`config.mk`:
```
export PLATFORM = sky130hd
export DESIGN_NAME = cipher_char_sequencer
export DESIGN_NICKNAME = d
export VERILOG_FILES = /design/src/rtl/cipher_char_sequencer.sv
export SDC_FILE = /design/constraint.sdc
export NUM_CORES = 1
export LEC_CHECK = 0
export ABC_CLOCK_PERIOD_IN_PS = 3100
export CAP_MARGIN = 40
export CORE_MARGIN = 5
export CORE_UTILIZATION = 53
export DETAILED_ROUTE_END_ITERATION = 16
export GPL_TIMING_DRIVEN = 0
export PLACE_DENSITY_LB_ADDON = 0.25
export SLEW_MARGIN = 25
export SYNTH_ARGS = -nofsm -noshare
export SYNTH_HDL_FRONTEND = slang
export SYNTH_SLANG_ARGS = --single-unit
```
`constraint.sdc`:
```
create_clock -name clk -period 3.1 [get_ports clk]
set_input_delay 0.62 -clock clk [delete_from_list [all_inputs] [get_ports clk]]
set_output_delay 0.62 -clock clk [all_outputs]
set_load 0.02 [all_outputs]
```
`src/rtl/cipher_char_sequencer.sv`:
```
// cipher_char_sequencer: routes letters through a cipher core, bypasses other bytes, emits all in order via a FIFO.
// Define CHAR_SEQ_STATS_EN to add the letter_cnt/pass_cnt statistics outputs.
module cipher_char_sequencer #(
  parameter int FIFO_DEPTH = 4,
  parameter int TIMEOUT = 4
) (
  input  logic       clk,
  input  logic       rst_n,
  input  logic       s_valid,
  output logic       s_ready,
  input  logic [7:0] s_char,
  output logic       cph_din_valid,
  output logic [7:0] cph_txt_in_char,
  input  logic [7:0] cph_txt_out_char,
  input  logic       cph_dout_ready,
  output logic       m_valid,
  input  logic       m_ready,
  output logic [7:0] m_char,
  output logic       timeout_err
`ifdef CHAR_SEQ_STATS_EN
  ,
  output logic [15:0] letter_cnt,
  output logic [15:0] pass_cnt
`endif
);
  localparam int AW = $clog2(FIFO_DEPTH);
  localparam int CW = $clog2(FIFO_DEPTH + 1);
  localparam int WW = $clog2(TIMEOUT + 1);
  localparam logic [1:0] IDLE = 2'd0;
  localparam logic [1:0] ISSUE = 2'd1;
  localparam logic [1:0] WAIT = 2'd2;

  logic [1:0]    state_q, state_d;
  logic [7:0]    cur_q, cur_d;
  logic [WW-1:0] wait_q, wait_d;
  logic          terr_q, terr_d;
  logic          run_q;
  logic [7:0]    mem_q [FIFO_DEPTH];
  logic [AW-1:0] wr_q, rd_q;
  logic [CW-1:0] cnt_q;
  logic          is_letter, push, pop, core_done;
  logic [7:0]    push_data;

  assign is_letter = (s_char >= 8'h41 && s_char <= 8'h5A) || (s_char >= 8'h61 && s_char <= 8'h7A);
  // run_q keeps s_ready low until the first edge after reset release
  assign s_ready = run_q && state_q == IDLE && cnt_q < CW'(FIFO_DEPTH);
  assign m_valid = cnt_q != '0;
  assign m_char = m_valid ? mem_q[rd_q] : 8'h00;
  assign pop = m_valid && m_ready;
  assign cph_din_valid = state_q == ISSUE;
  assign cph_txt_in_char = cur_q;
  assign timeout_err = terr_q;
  assign core_done = state_q == WAIT && cph_dout_ready;

  always_comb begin
    state_d = state_q;
    cur_d = cur_q;
    wait_d = wait_q;
    terr_d = terr_q;
    push = 1'b0;
    push_data = s_char;
    if (state_q == ISSUE) begin
      state_d = WAIT;
      wait_d = '0;
    end else if (state_q == WAIT) begin
      if (cph_dout_ready) begin
        push = 1'b1;
        push_data = cph_txt_out_char;
        state_d = IDLE;
      end else if (wait_q == WW'(TIMEOUT - 1)) begin
        push = 1'b1;
        push_data = cur_q;
        terr_d = 1'b1;
        state_d = IDLE;
      end else begin
        wait_d = wait_q + 1'b1;
      end
    end else if (state_q != IDLE) begin
      state_d = IDLE;
    end else if (s_valid && s_ready) begin
      push = !is_letter;
      cur_d = is_letter ? s_char : cur_q;
      state_d = is_letter ? ISSUE : IDLE;
    end
  end

  // FIFO space for a letter is reserved when it is accepted, so the WAIT push never overflows
  always_ff @(posedge clk or negedge rst_n) begin
    if (!rst_n) begin
      state_q <= IDLE;
      cur_q <= 8'h00;
      wait_q <= '0;
      terr_q <= 1'b0;
      run_q <= 1'b0;
      wr_q <= '0;
      rd_q <= '0;
      cnt_q <= '0;
    end else begin
      state_q <= state_d;
      cur_q <= cur_d;
      wait_q <= wait_d;
      terr_q <= terr_d;
      run_q <= 1'b1;
      wr_q <= wr_q + AW'(push);
      rd_q <= rd_q + AW'(pop);
      cnt_q <= cnt_q + CW'(push) - CW'(pop);
    end
  end

  always_ff @(posedge clk) begin
    if (push) mem_q[wr_q] <= push_data;
  end

`ifdef CHAR_SEQ_STATS_EN
  always_ff @(posedge clk or negedge rst_n) begin
    if (!rst_n) begin
      letter_cnt <= 16'h0000;
      pass_cnt <= 16'h0000;
    end else begin
      letter_cnt <= letter_cnt + 16'(core_done && letter_cnt != 16'hFFFF);
      pass_cnt <= pass_cnt + 16'(push && !core_done && pass_cnt != 16'hFFFF);
    end
  end
`else
  logic unused_core_done;
  assign unused_core_done = core_done;
`endif
endmodule

```
==> qor.yml <==
status:
  outcome: "complete, no violations"
logic_synthesis:
  syn_nets: 214
  async_reset_ff_share_pct: 40.7
  syn_area_um2: 2530
  synthFlopType: "edfxtp_1"
  synth_compound_area_share_pct: 10.0
  synth_xor_area_share_pct: 1.39
  yosysUniqueCellTypes: 39
  ys.warnings.count: 0
  muxShareOfSynthArea_pct: 10.2
  synth-edff-count: 32
  syn_avg_cell_area_um2: 13.8
  syn_inst: 183
  synth_seq_cells: 54
  synth_simple_gate_area_share_pct: 10.4
  synth_top_family_by_area: "simple AND/OR/NAND/NOR gates"
  yosysSeqAreaShare_pct: 59.8
  synthAdderAreaFrac_pct: 5.25
worst_setup_path:
  path_max_fanout: 6
  critical_path_class: "input port to flip-flop"
  endpoint_kind: "flip-flop"
  cp.required_ns: 3.29
  worstSetupStartpointType: "input port"
  cp.arrival_ns: 3.03
final_layout:
  finish.utilization_pct: 67.2
  layout-drive-gt1-share_pct: 15.0
  final_cell_area_um2: 3130
  num_antenna_cells: 0
  area_growth_pct: 24.0
  nets: 264
grt:
  grt_pass1_vias: 1607
  grt_util_all_layers_pct: 16.4
  antenna_found_initial: 0
  grt_start_max_net_pins: 23
  busiest_layer: "met2"
  use_met2_pct: 27.0
  grt.met3_usage_pct: 3.06
  gr-total-overflow: 0
  gr-usage-met1_pct: 22.7
  grt_pass1_wl_mm: 7.96
detailed_routing:
  drtIter0Drc: 73
  drt_first_pass_iters: 4
  routedWlPerCell_um: 16.3
  via_per_inst: 5.46
  dr_total_vias: 1573
  wirelength_mm: 4.68
  drc: 0
  ant_nets: 0
place:
  io_buffers: 40
  pre_cts_ws_ns: -0.454
  gp_congestion: 0.725
  hpwl_mm: 3.52
  place_area_um2: 3000
sta:
  post-route-period-util_pct: 91.7
  rsz0062_at_grt: "no"
  max_slew_margin_pct: 46.9
  hold_viol: 0
  finalMaxSlewViolations: 0
  fin_skew_ns: 0.00525
  setup_slack_ns: 0.258
  finalSetupViolations: 0
  setup_tns_ns: 0
  period_needed_ns: 2.84
  max_freq_mhz: 352
  worstMarginPinSlew_ns: 0.795
cts:
  cts_buffers: 5
  path_clk_slew_ns: 0.09
  worstSkewPairLatency_ns: 0.30
  htreeDepth: 2
  postCtsHoldBufs: 0
  cts_sinks: 54
  clockRootBuffer: "clkbuf_8"
  tritoncts: "yes"
  clock_tree.buffer_depth: 2
floorplan:
  die_area_um2: 6250
  start_util_pct: 54.2
  coreArea_um2: 4660
  ios: 41
  die-width_um: 79.1
  rows: 25
  die_y_um: 79.1
pwr:
  peakVddDrop_v: 0.000422
  p_leak_nw: 1.23
  power_density_nw_per_um2: 869
run:
  cap_viol_max_count: 0
worst_hold_path:
  holdCritPathClass: "input port to async pin"
layout make-up:
| type | count | area, um^2 |
|---|---|---|
| fillers | 329 | 1530 |
| flip-flops and latches | 54 | 1510 |
| multi-input cells | 111 | 976 |
| repair buffers | 43 | 423 |
| clock buffers | 6 | 72.6 |
| well taps | 54 | 67.6 |
| inverters | 10 | 37.5 |
| plain buffers | 8 | 32.5 |
| clock inverters | 2 | 13.8 |
report_power, final:
group	total (mW)	internal, mW	leakage [nW]	switching, mW
Sequential	1.07	0.960	0.553	0.111
Clock	0.379	0.161	0.0456	0.218
Combinational	1.27	0.628	0.632	0.646
synthesized netlist by cell type, types with 3 or more instances:
master | instances | area [um^2]
edfxtp_1 | 32 | 961
dfrtp_1 | 22 | 551
nor2b_1 | 17 | 106
a22oi_1 | 10 | 75.1
inv_1 | 10 | 37.5
ha_1 | 9 | 113
o21ai_0 | 9 | 45.0
mux4_2 | 8 | 180
clkbuf_1 | 7 | 26.3
a31oi_1 | 6 | 37.5
mux2_2 | 6 | 67.6
nand2_1 | 6 | 22.5
nand2b_1 | 5 | 31.3
a21oi_1 | 4 | 20.0
nor2_1 | 3 | 11.3
xor2_1 | 3 | 26.3
registers in the layout, indices dropped and copies added, names as in the netlist:
| signal | flops |
|---|---|
| cnt_q | 3 |
| cph_txt_in_char | 8 |
| mem_q | 32 |
| rd_q | 2 |
| run_q | 1 |
| state_q | 2 |
| timeout_err | 1 |
| wait_q | 3 |
| wr_q | 2 |
metal layers:
metal  up-vias  part of all wire, %
met1       755                   47
met4         0                 0.94
met5         -                    0
met3         4                  3.4
li1        780                    -
met2        34                   49
through the flow:
step                      instances  hold WS [ns]  power, mW
after global routing            288         0.308       2.92
after floorplan                 183         0.324       1.89
after CTS                       286         0.294       2.75
after detailed placement        277         0.469       2.37
after global placement          277         0.469       2.33
final                           288         0.284       2.72
cell usage in the layout (no fill, tap or decap), types with 2 or more instances in the layout:
cell              n
clkdlybuf4s50_1  35
edfxtp_1         32
dfrtp_1          22
nor2b_1          17
a22oi_1          10
inv_1            10
o21ai_0           9
ha_1              9
mux4_2            8
clkbuf_1          7
nand2_1           6
a31oi_1           6
mux2_2            6
nand2b_1          5
clkbuf_8          5
a21oi_1           4
buf_2             4
dlymetal6s2s_1    4
xor2_1            3
nor2_1            3
or2_2             2
o22ai_1           2
worst paths after layout:
kind                                   from                 end  slack [ns]  cells after the start
min in group clk                timeout_err         timeout_err        0.49                      1
max in group asynchronous             rst_n  cph_txt_in_char[5]        2.46                      1
worst max register to register    wait_q[1]            cnt_q[2]        0.27                     12
worst min register to register  timeout_err         timeout_err        0.49                      1
worst min-delay path                  rst_n  cph_txt_in_char[2]        0.28                      1
worst max-delay path                s_valid            cnt_q[2]        0.26                     11
critical path, stage by stage:
cell and delay [ns]:
clkdlybuf4s50_1 0.46, nand3b_1 0.17, nor3_1 0.34, o21ai_4 0.13, and2_1 0.19, ha_1 0.26, inv_1 0.03, ha_1 0.18
fa_1 0.37, xor2_1 0.16, xnor2_1 0.12
cells by family after synthesis:
kind of cell               count (synthesis)
other                                      1
AOI/OAI and AO/OA                         38
adders and majority gates                 10
muxes                                     15
and+or+nand+nor                           43
xor gates and xnor gates                   4
buffers and inverters                     18
DFF                                       54
repair_timing:
item | 4_1_cts | 5_1_grt
setup endpoints to repair | 1 | 1
buffers inserted | 1 | 0
resized for setup | 2 | 7
pin swaps | 1 | 1
(Power assumes the default switching activity.)
